<file path="config.mk">
export PLATFORM = sky130hd
export DESIGN_NAME = pong_game_ctrl
export DESIGN_NICKNAME = d
export VERILOG_FILES = /design/src/rtl/pong_game_ctrl_pkg.sv /design/src/rtl/pong_ball_engine.sv /design/src/rtl/pong_game_ctrl.sv
export SDC_FILE = /design/constraint.sdc
export NUM_CORES = 1
export LEC_CHECK = 0
export CAP_MARGIN = 40
export CORE_MARGIN = 8
export CORE_UTILIZATION = 55
export DETAILED_ROUTE_END_ITERATION = 12
export PLACE_DENSITY = 0.78
export SYNTH_ARGS = -nofsm -noshare
export SYNTH_HDL_FRONTEND = slang
export SYNTH_SLANG_ARGS = --single-unit
export TNS_END_PERCENT = 30
</file>
<file path="constraint.sdc">
create_clock -name clk -period 5.6 [get_ports clk]
set_input_delay 1.68 -clock clk [delete_from_list [all_inputs] [get_ports clk]]
set_output_delay 1.68 -clock clk [all_outputs]
set_load 0.02 [all_outputs]
</file>
<file path="src/rtl/pong_game_ctrl_pkg.sv">
// rtl/pong_game_ctrl_pkg.sv - game modes, screen/paddle geometry and paddle stepping helper
package pong_pkg;

  localparam int H_ACTIVE    = 640;
  localparam int V_ACTIVE    = 480;
  localparam int PADDLE_H    = 64;
  localparam int PADDLE_W    = 8;
  localparam int PADDLE_X1   = 16;
  localparam int PADDLE_X2   = 616;
  localparam int BALL_SIZE   = 8;
  localparam int PADDLE_STEP = 4;
  localparam int BALL_STEP   = 2;
  localparam int WIN_SCORE   = 9;
  localparam int SERVE_DELAY = 60;

  localparam logic [10:0] BALL_CX   = 11'((H_ACTIVE - BALL_SIZE) / 2);
  localparam logic [10:0] BALL_CY   = 11'((V_ACTIVE - BALL_SIZE) / 2);
  localparam logic [10:0] PADDLE_CY = 11'((V_ACTIVE - PADDLE_H) / 2);

  typedef enum logic [1:0] {
    MODE_IDLE  = 2'd0,
    MODE_SERVE = 2'd1,
    MODE_PLAY  = 2'd2,
    MODE_OVER  = 2'd3
  } mode_t;

  // Signed intermediate so moving up from near 0 clamps instead of wrapping.
  function automatic logic [10:0] paddle_next(input logic [10:0] y, input logic up,
                                              input logic down);
    logic signed [11:0] t;
    t = $signed({1'b0, y});
    if (up && !down) t = t - 12'(PADDLE_STEP);
    else if (down && !up) t = t + 12'(PADDLE_STEP);
    if (t < 12'sd0) t = 12'sd0;
    else if (t > 12'(V_ACTIVE - PADDLE_H)) t = 12'(V_ACTIVE - PADDLE_H);
    return 11'(t);
  endfunction

endpackage

</file>
<file path="src/rtl/pong_ball_engine.sv">
// rtl/pong_ball_engine.sv - combinational one-frame ball step with wall, paddle and miss resolution
module pong_ball_engine
  import pong_pkg::*;
(
  input  logic [10:0] ball_x,
  input  logic [10:0] ball_y,
  input  logic        dx,
  input  logic        dy,
  input  logic [10:0] p1_y,
  input  logic [10:0] p2_y,
  output logic [10:0] next_x,
  output logic [10:0] next_y,
  output logic        next_dx,
  output logic        next_dy,
  output logic        miss_left,
  output logic        miss_right
);

  localparam logic signed [11:0] STEP   = 12'(BALL_STEP);
  localparam logic signed [11:0] SIZE   = 12'(BALL_SIZE);
  localparam logic signed [11:0] L_FACE = 12'(PADDLE_X1 + PADDLE_W);
  localparam logic signed [11:0] L_BACK = 12'(PADDLE_X1);
  localparam logic signed [11:0] R_FACE = 12'(PADDLE_X2);
  localparam logic signed [11:0] R_BACK = 12'(PADDLE_X2 + PADDLE_W);
  localparam logic signed [11:0] X_MAX  = 12'(H_ACTIVE - BALL_SIZE);
  localparam logic signed [11:0] Y_MAX  = 12'(V_ACTIVE - BALL_SIZE);
  localparam logic [11:0]        PH     = 12'(PADDLE_H);
  localparam logic [11:0]        BS     = 12'(BALL_SIZE);

  logic signed [11:0] sx, sy, nx, ny;
  logic [11:0] by;
  logic ov_left, ov_right, hit_left, hit_right;

  always_comb begin
    by        = {1'b0, ball_y};
    sx        = $signed({1'b0, ball_x}) + (dx ? STEP : -STEP);
    sy        = $signed({1'b0, ball_y}) + (dy ? STEP : -STEP);
    ov_left   = (by + BS > {1'b0, p1_y}) && (by < {1'b0, p1_y} + PH);
    ov_right  = (by + BS > {1'b0, p2_y}) && (by < {1'b0, p2_y} + PH);
    hit_left  = !dx && (sx <= L_FACE) && (sx + SIZE > L_BACK) && ov_left;
    hit_right = dx && (sx + SIZE >= R_FACE) && (sx < R_BACK) && ov_right;

    nx         = sx;
    ny         = sy;
    next_dx    = dx;
    next_dy    = dy;
    miss_left  = 1'b0;
    miss_right = 1'b0;

    if (sy <= 12'sd0) begin
      ny      = 12'sd0;
      next_dy = 1'b1;
    end else if (sy >= Y_MAX) begin
      ny      = Y_MAX;
      next_dy = 1'b0;
    end

    // Hits take priority over misses; wall handling above is independent.
    if (hit_left) begin
      nx      = L_FACE;
      next_dx = 1'b1;
    end else if (hit_right) begin
      nx      = R_FACE - SIZE;
      next_dx = 1'b0;
    end else if (sx <= 12'sd0) begin
      miss_left = 1'b1;
    end else if (sx >= X_MAX) begin
      miss_right = 1'b1;
    end

    // Re-serve toward the player who conceded.
    if (miss_left || miss_right) begin
      nx      = $signed({1'b0, BALL_CX});
      ny      = $signed({1'b0, BALL_CY});
      next_dx = miss_right;
    end

    next_x = 11'(nx);
    next_y = 11'(ny);
  end

endmodule

</file>
<file path="src/rtl/pong_game_ctrl.sv">
// rtl/pong_game_ctrl.sv - frame-rate pong controller: mode FSM, paddles, ball registers and scores
module pong_game_ctrl
  import pong_pkg::*;
(
  input  logic        clk,
  input  logic        rst,
  input  logic        vsync,
  input  logic        start,
  input  logic        p1_up,
  input  logic        p1_down,
  input  logic        p2_up,
  input  logic        p2_down,
  output logic [1:0]  mode,
  output logic [5:0]  p1_score,
  output logic [5:0]  p2_score,
  output logic [10:0] p1_y,
  output logic [10:0] p2_y,
  output logic [10:0] ball_x,
  output logic [10:0] ball_y
);

  mode_t       state, state_nx;
  logic        vsync_q, tick;
  logic [5:0]  serve_cnt, serve_cnt_nx, p1_score_nx, p2_score_nx;
  logic [10:0] p1_y_nx, p2_y_nx, ball_x_nx, ball_y_nx;
  logic        dx, dy, dx_nx, dy_nx;
  logic [10:0] eng_x, eng_y;
  logic        eng_dx, eng_dy, miss_left, miss_right;

  assign tick = vsync & ~vsync_q;
  assign mode = state;

  pong_ball_engine u_ball (
    .ball_x    (ball_x),
    .ball_y    (ball_y),
    .dx        (dx),
    .dy        (dy),
    .p1_y      (p1_y),
    .p2_y      (p2_y),
    .next_x    (eng_x),
    .next_y    (eng_y),
    .next_dx   (eng_dx),
    .next_dy   (eng_dy),
    .miss_left (miss_left),
    .miss_right(miss_right)
  );

  always_comb begin
    state_nx     = state;
    serve_cnt_nx = serve_cnt;
    p1_score_nx  = p1_score;
    p2_score_nx  = p2_score;
    p1_y_nx      = p1_y;
    p2_y_nx      = p2_y;
    ball_x_nx    = ball_x;
    ball_y_nx    = ball_y;
    dx_nx        = dx;
    dy_nx        = dy;
    if (tick) begin
      case (state)
        MODE_IDLE, MODE_OVER: begin
          if (start) begin
            p1_score_nx  = '0;
            p2_score_nx  = '0;
            ball_x_nx    = BALL_CX;
            ball_y_nx    = BALL_CY;
            dx_nx        = 1'b1;
            serve_cnt_nx = '0;
            state_nx     = MODE_SERVE;
          end
        end
        MODE_SERVE: begin
          p1_y_nx = paddle_next(p1_y, p1_up, p1_down);
          p2_y_nx = paddle_next(p2_y, p2_up, p2_down);
          if (serve_cnt == 6'(SERVE_DELAY - 1)) begin
            serve_cnt_nx = '0;
            state_nx     = MODE_PLAY;
          end else begin
            serve_cnt_nx = serve_cnt + 6'd1;
          end
        end
        MODE_PLAY: begin
          p1_y_nx   = paddle_next(p1_y, p1_up, p1_down);
          p2_y_nx   = paddle_next(p2_y, p2_up, p2_down);
          ball_x_nx = eng_x;
          ball_y_nx = eng_y;
          dx_nx     = eng_dx;
          dy_nx     = eng_dy;
          if (miss_left) begin
            p2_score_nx = p2_score + 6'd1;
            state_nx    = (p2_score_nx == 6'(WIN_SCORE)) ? MODE_OVER : MODE_SERVE;
          end else if (miss_right) begin
            p1_score_nx = p1_score + 6'd1;
            state_nx    = (p1_score_nx == 6'(WIN_SCORE)) ? MODE_OVER : MODE_SERVE;
          end
        end
        default: state_nx = MODE_IDLE;
      endcase
    end
  end

  always_ff @(posedge clk) begin
    if (rst) begin
      state     <= MODE_IDLE;
      vsync_q   <= 1'b0;
      serve_cnt <= '0;
      p1_score  <= '0;
      p2_score  <= '0;
      p1_y      <= PADDLE_CY;
      p2_y      <= PADDLE_CY;
      ball_x    <= BALL_CX;
      ball_y    <= BALL_CY;
      dx        <= 1'b1;
      dy        <= 1'b1;
    end else begin
      state     <= state_nx;
      vsync_q   <= vsync;
      serve_cnt <= serve_cnt_nx;
      p1_score  <= p1_score_nx;
      p2_score  <= p2_score_nx;
      p1_y      <= p1_y_nx;
      p2_y      <= p2_y_nx;
      ball_x    <= ball_x_nx;
      ball_y    <= ball_y_nx;
      dx        <= dx_nx;
      dy        <= dy_nx;
    end
  end

endmodule

</file>
==> metrics.yaml <==
worst_setup_path:
  r2r-end: "p2_score[2]"
  critPathMaxStageDelay_ns: 0.52
  critical-path-top-delay-family: "compound AO/OA/AOI/OAI gates"
  path_buf_inv: 2
  cp_slowest_cell: "o311a_2"
  reg2regPathDepth: 17
  path_max_fanout: 12
  r2r_start: "dx"
  path_class: "flip-flop to flip-flop"
  start_kind: "flip-flop"
  cp-end-kind: "flip-flop"
  required_ns: 5.84
  critPathArrivalTime_ns: 5.13
  reg2reg_slack_ns: 0.71
  cp_cell_sequence: "inv_1 > ha_1 > a211oi_4 > nor2_1 > xor2_2 > inv_1 > ha_1 > a21oi_1 > a31oi_1 > o21ai_0 > o32a_1 > a31oi_1 > o311a_2 > o21ba_4 > nand2_1 > a21o_1 > a221o_1"
layout:
  drive_above_1_share_pct: 6.35
  stdcell_count: 974
  area_growth_pct: 14.3
  num-nets-final: 910
  antenna_cells: 0
  finish.instance_area_sq_um: 6900
logic_synthesis:
  ys.flop_type: "dfxtp_1"
  ys_seq_area_share_pct: 20.2
  synth_cell_types: 82
  syn_area_sq_um: 6030
  ys_warn_count: 0
  synthCells: 780
  synthArstFlopShare_pct: 0
  syn_area_per_cell_sq_um: 7.74
  synth_edf_count: 0
  synth-seq-cells: 61
placement:
  numPortBuffers: 59
  hpwl_um: 13300
  placed_cells: 958
  place_congestion: 0.929
  dpl_cell_area_sq_um: 6720
clock_tree:
  cts_tree: "built"
  insertion_delay_ns: 0.37
  post_cts_resized: 0
  ctsLongestPathBuffers: 2
  cts.sinks: 61
  ctsHoldBuffers: 0
  cts.clk_slew.worst_paths_ns: 0.08
  root_buffer: "clkbuf_8"
  post_cts_buffers: 0
  cts_buffers: 9
  htree_levels: 3
floorplan:
  dieArea_sq_um: 14600
  initial_core_util_pct: 55.9
  chipWidth_um: 121
  die_height_um: 121
  io_pins: 66
  std_cell_rows: 38
  core_area_sq_um: 10800
power:
  power_density_nw_per_um2: 155
  leakage_uw: 0.00297
  ir_drop_uv: 159
  finalPower_uw: 1070
grt:
  overflow: 0
  grt_max_degree: 21
  grt_pass1_vias: 5806
  grt_pass1_wl_um: 27900
  grtUsageTotal_pct: 23.3
  antenna_found_initial: 0
sta:
  drv_slew: 0
  timing.final.hold_violations: 0
  hold_ws_ns: 0.485
  setup_violations: 0
  clock-skew-final_ns: 0.0197
  fin_crit_sh_pct: 87.4
  worstMarginPinSlew_ns: 0.879
  grt_setup_unrepaired: "no"
  slew_headroom_pct: 41.2
  fmax_mhz: 204
  fin_crit_ns: 4.89
  tns_ns: 0
route:
  ant_nets: 0
  wl_per_cell_um: 17.6
  drt_iter0_drc: 505
  avgViaCountPerCell: 6.26
  highest_layer: "met4"
  drc: 0
  wl_met3_um: 1110
  m1WireLength_um: 7710
  first_pass_iters: 5
  met2WireLength_um: 7810
  wl_um: 17200
  dr_total_vias: 6098
hold_path:
  worstHoldEndpoint: "serve_cnt[5]"
  min_from: "serve_cnt[5]"
  hold_class: "flip-flop to flip-flop"
  worstHoldPathCells: 2
flow_run:
  maxCapViolCount: 0
run_status:
  outcome: "finished clean"
[how the worst max path moves through the flow]
stage	startpoint	endpoint	slack (ns)	cells past startpoint
final	dx	p2_score[2]	0.71	17
after global routing	dx	p2_score[2]	0.48	17
after CTS	dx	p2_score[2]	0.78	17
after detailed placement	dx	p2_score[2]	0.82	17
after global placement	dx	p2_score[2]	0.94	17
after floorplan	dx	ball_x[8]	1.31	16
[worst reg2reg max path, stage by stage, from the launching register on]
cell      delay, ns
dfxtp_1        0.50
inv_1          0.30
ha_1           0.43
a211oi_4       0.36
nor2_1         0.13
xor2_2         0.35
inv_1          0.18
ha_1           0.22
a21oi_1        0.19
a31oi_1        0.06
o21ai_0        0.24
o32a_1         0.20
a31oi_1        0.09
o311a_2        0.52
o21ba_4        0.27
nand2_1        0.10
a21o_1         0.29
a221o_1        0.37
[area by class of cell]
type	count	area, sq um
fillers	939	3900
multi-input cells	641	4490
clock inverters	7	56.3
inverters	51	191
flip-flops and latches	61	1220
clock buffers	9	124
well taps	140	175
repair buffers	65	636
[logic make-up after synthesis]
logic type	Yosys count	synth area share, %
other cells	1	0.0621
simple gates	278	23.2
buf+inv	83	5.64
compound gates	233	27.2
mux	8	1.78
flops	61	20.2
fa+ha+maj	73	15.4
xor+xnor	43	6.49
[cells in the mapped netlist, drive strengths merged, types with 13 or more instances]
| cell type | number | area share, % |
|---|---|---|
| ha | 71 | 15 |
| nor3 | 21 | 1.8 |
| inv | 51 | 3.2 |
| a211oi | 14 | 1.9 |
| nor2b | 13 | 1.3 |
| a21oi | 50 | 4.3 |
| nand3 | 42 | 3.5 |
| nand4 | 15 | 1.6 |
| xnor2 | 31 | 4.5 |
| clkbuf | 21 | 1.3 |
| dfxtp | 61 | 20 |
| nor2 | 69 | 4.3 |
| o21ai | 49 | 4.1 |
| nand2 | 54 | 3.4 |
| a21o | 17 | 2.1 |
[sequential cells by signal, indices dropped and copies added, names as in the netlist]
signal     cells
vsync_q        1
p2_score       6
serve_cnt      6
dy             1
p1_y           9
mode           2
dx             1
ball_y        10
ball_x        10
p1_score       6
p2_y           9
[power by group]
group | internal (uW) | switching (uW) | total [uW]
sequential | 444 | 21.1 | 465
combinational | 92.2 | 138 | 230
clock | 166 | 211 | 377
[metrics by stage]
| stage | util (%) | worst slack [ns] |
|---|---|---|
| 3_5_place_dp | 62.2 | 0.819 |
| 3_3_place_gp | 62.1 | 0.936 |
| 5_1_grt | 63.9 | 0.482 |
| 6_report | 63.9 | 0.708 |
| 2_1_floorplan | - | 1.31 |
| 4_1_cts | 63.9 | 0.781 |
[placed cells by master, fill, tap and decap left out, types with 10 or more instances in the layout]
cell type / instances
ha_1: 71
nor2_1: 69
dfxtp_1: 61
clkdlybuf4s50_1: 59
nand2_1: 54
inv_1: 51
a21oi_1: 49
o21ai_0: 45
nand3_1: 42
xnor2_1: 31
nor3_1: 20
a21o_1: 17
nand4_1: 15
a211oi_1: 13
nor2b_1: 13
nand2b_1: 12
xor2_1: 10
and2_1: 10
[routing by layer]
metal	vias to the layer above	GRT usage (%)
li1	2972	-
met1	2844	29.6
met2	239	37.4
met3	43	5.13
met4	0	9.91
met5	-	0
No activity file was read; power rests on OpenSTA's default activity.
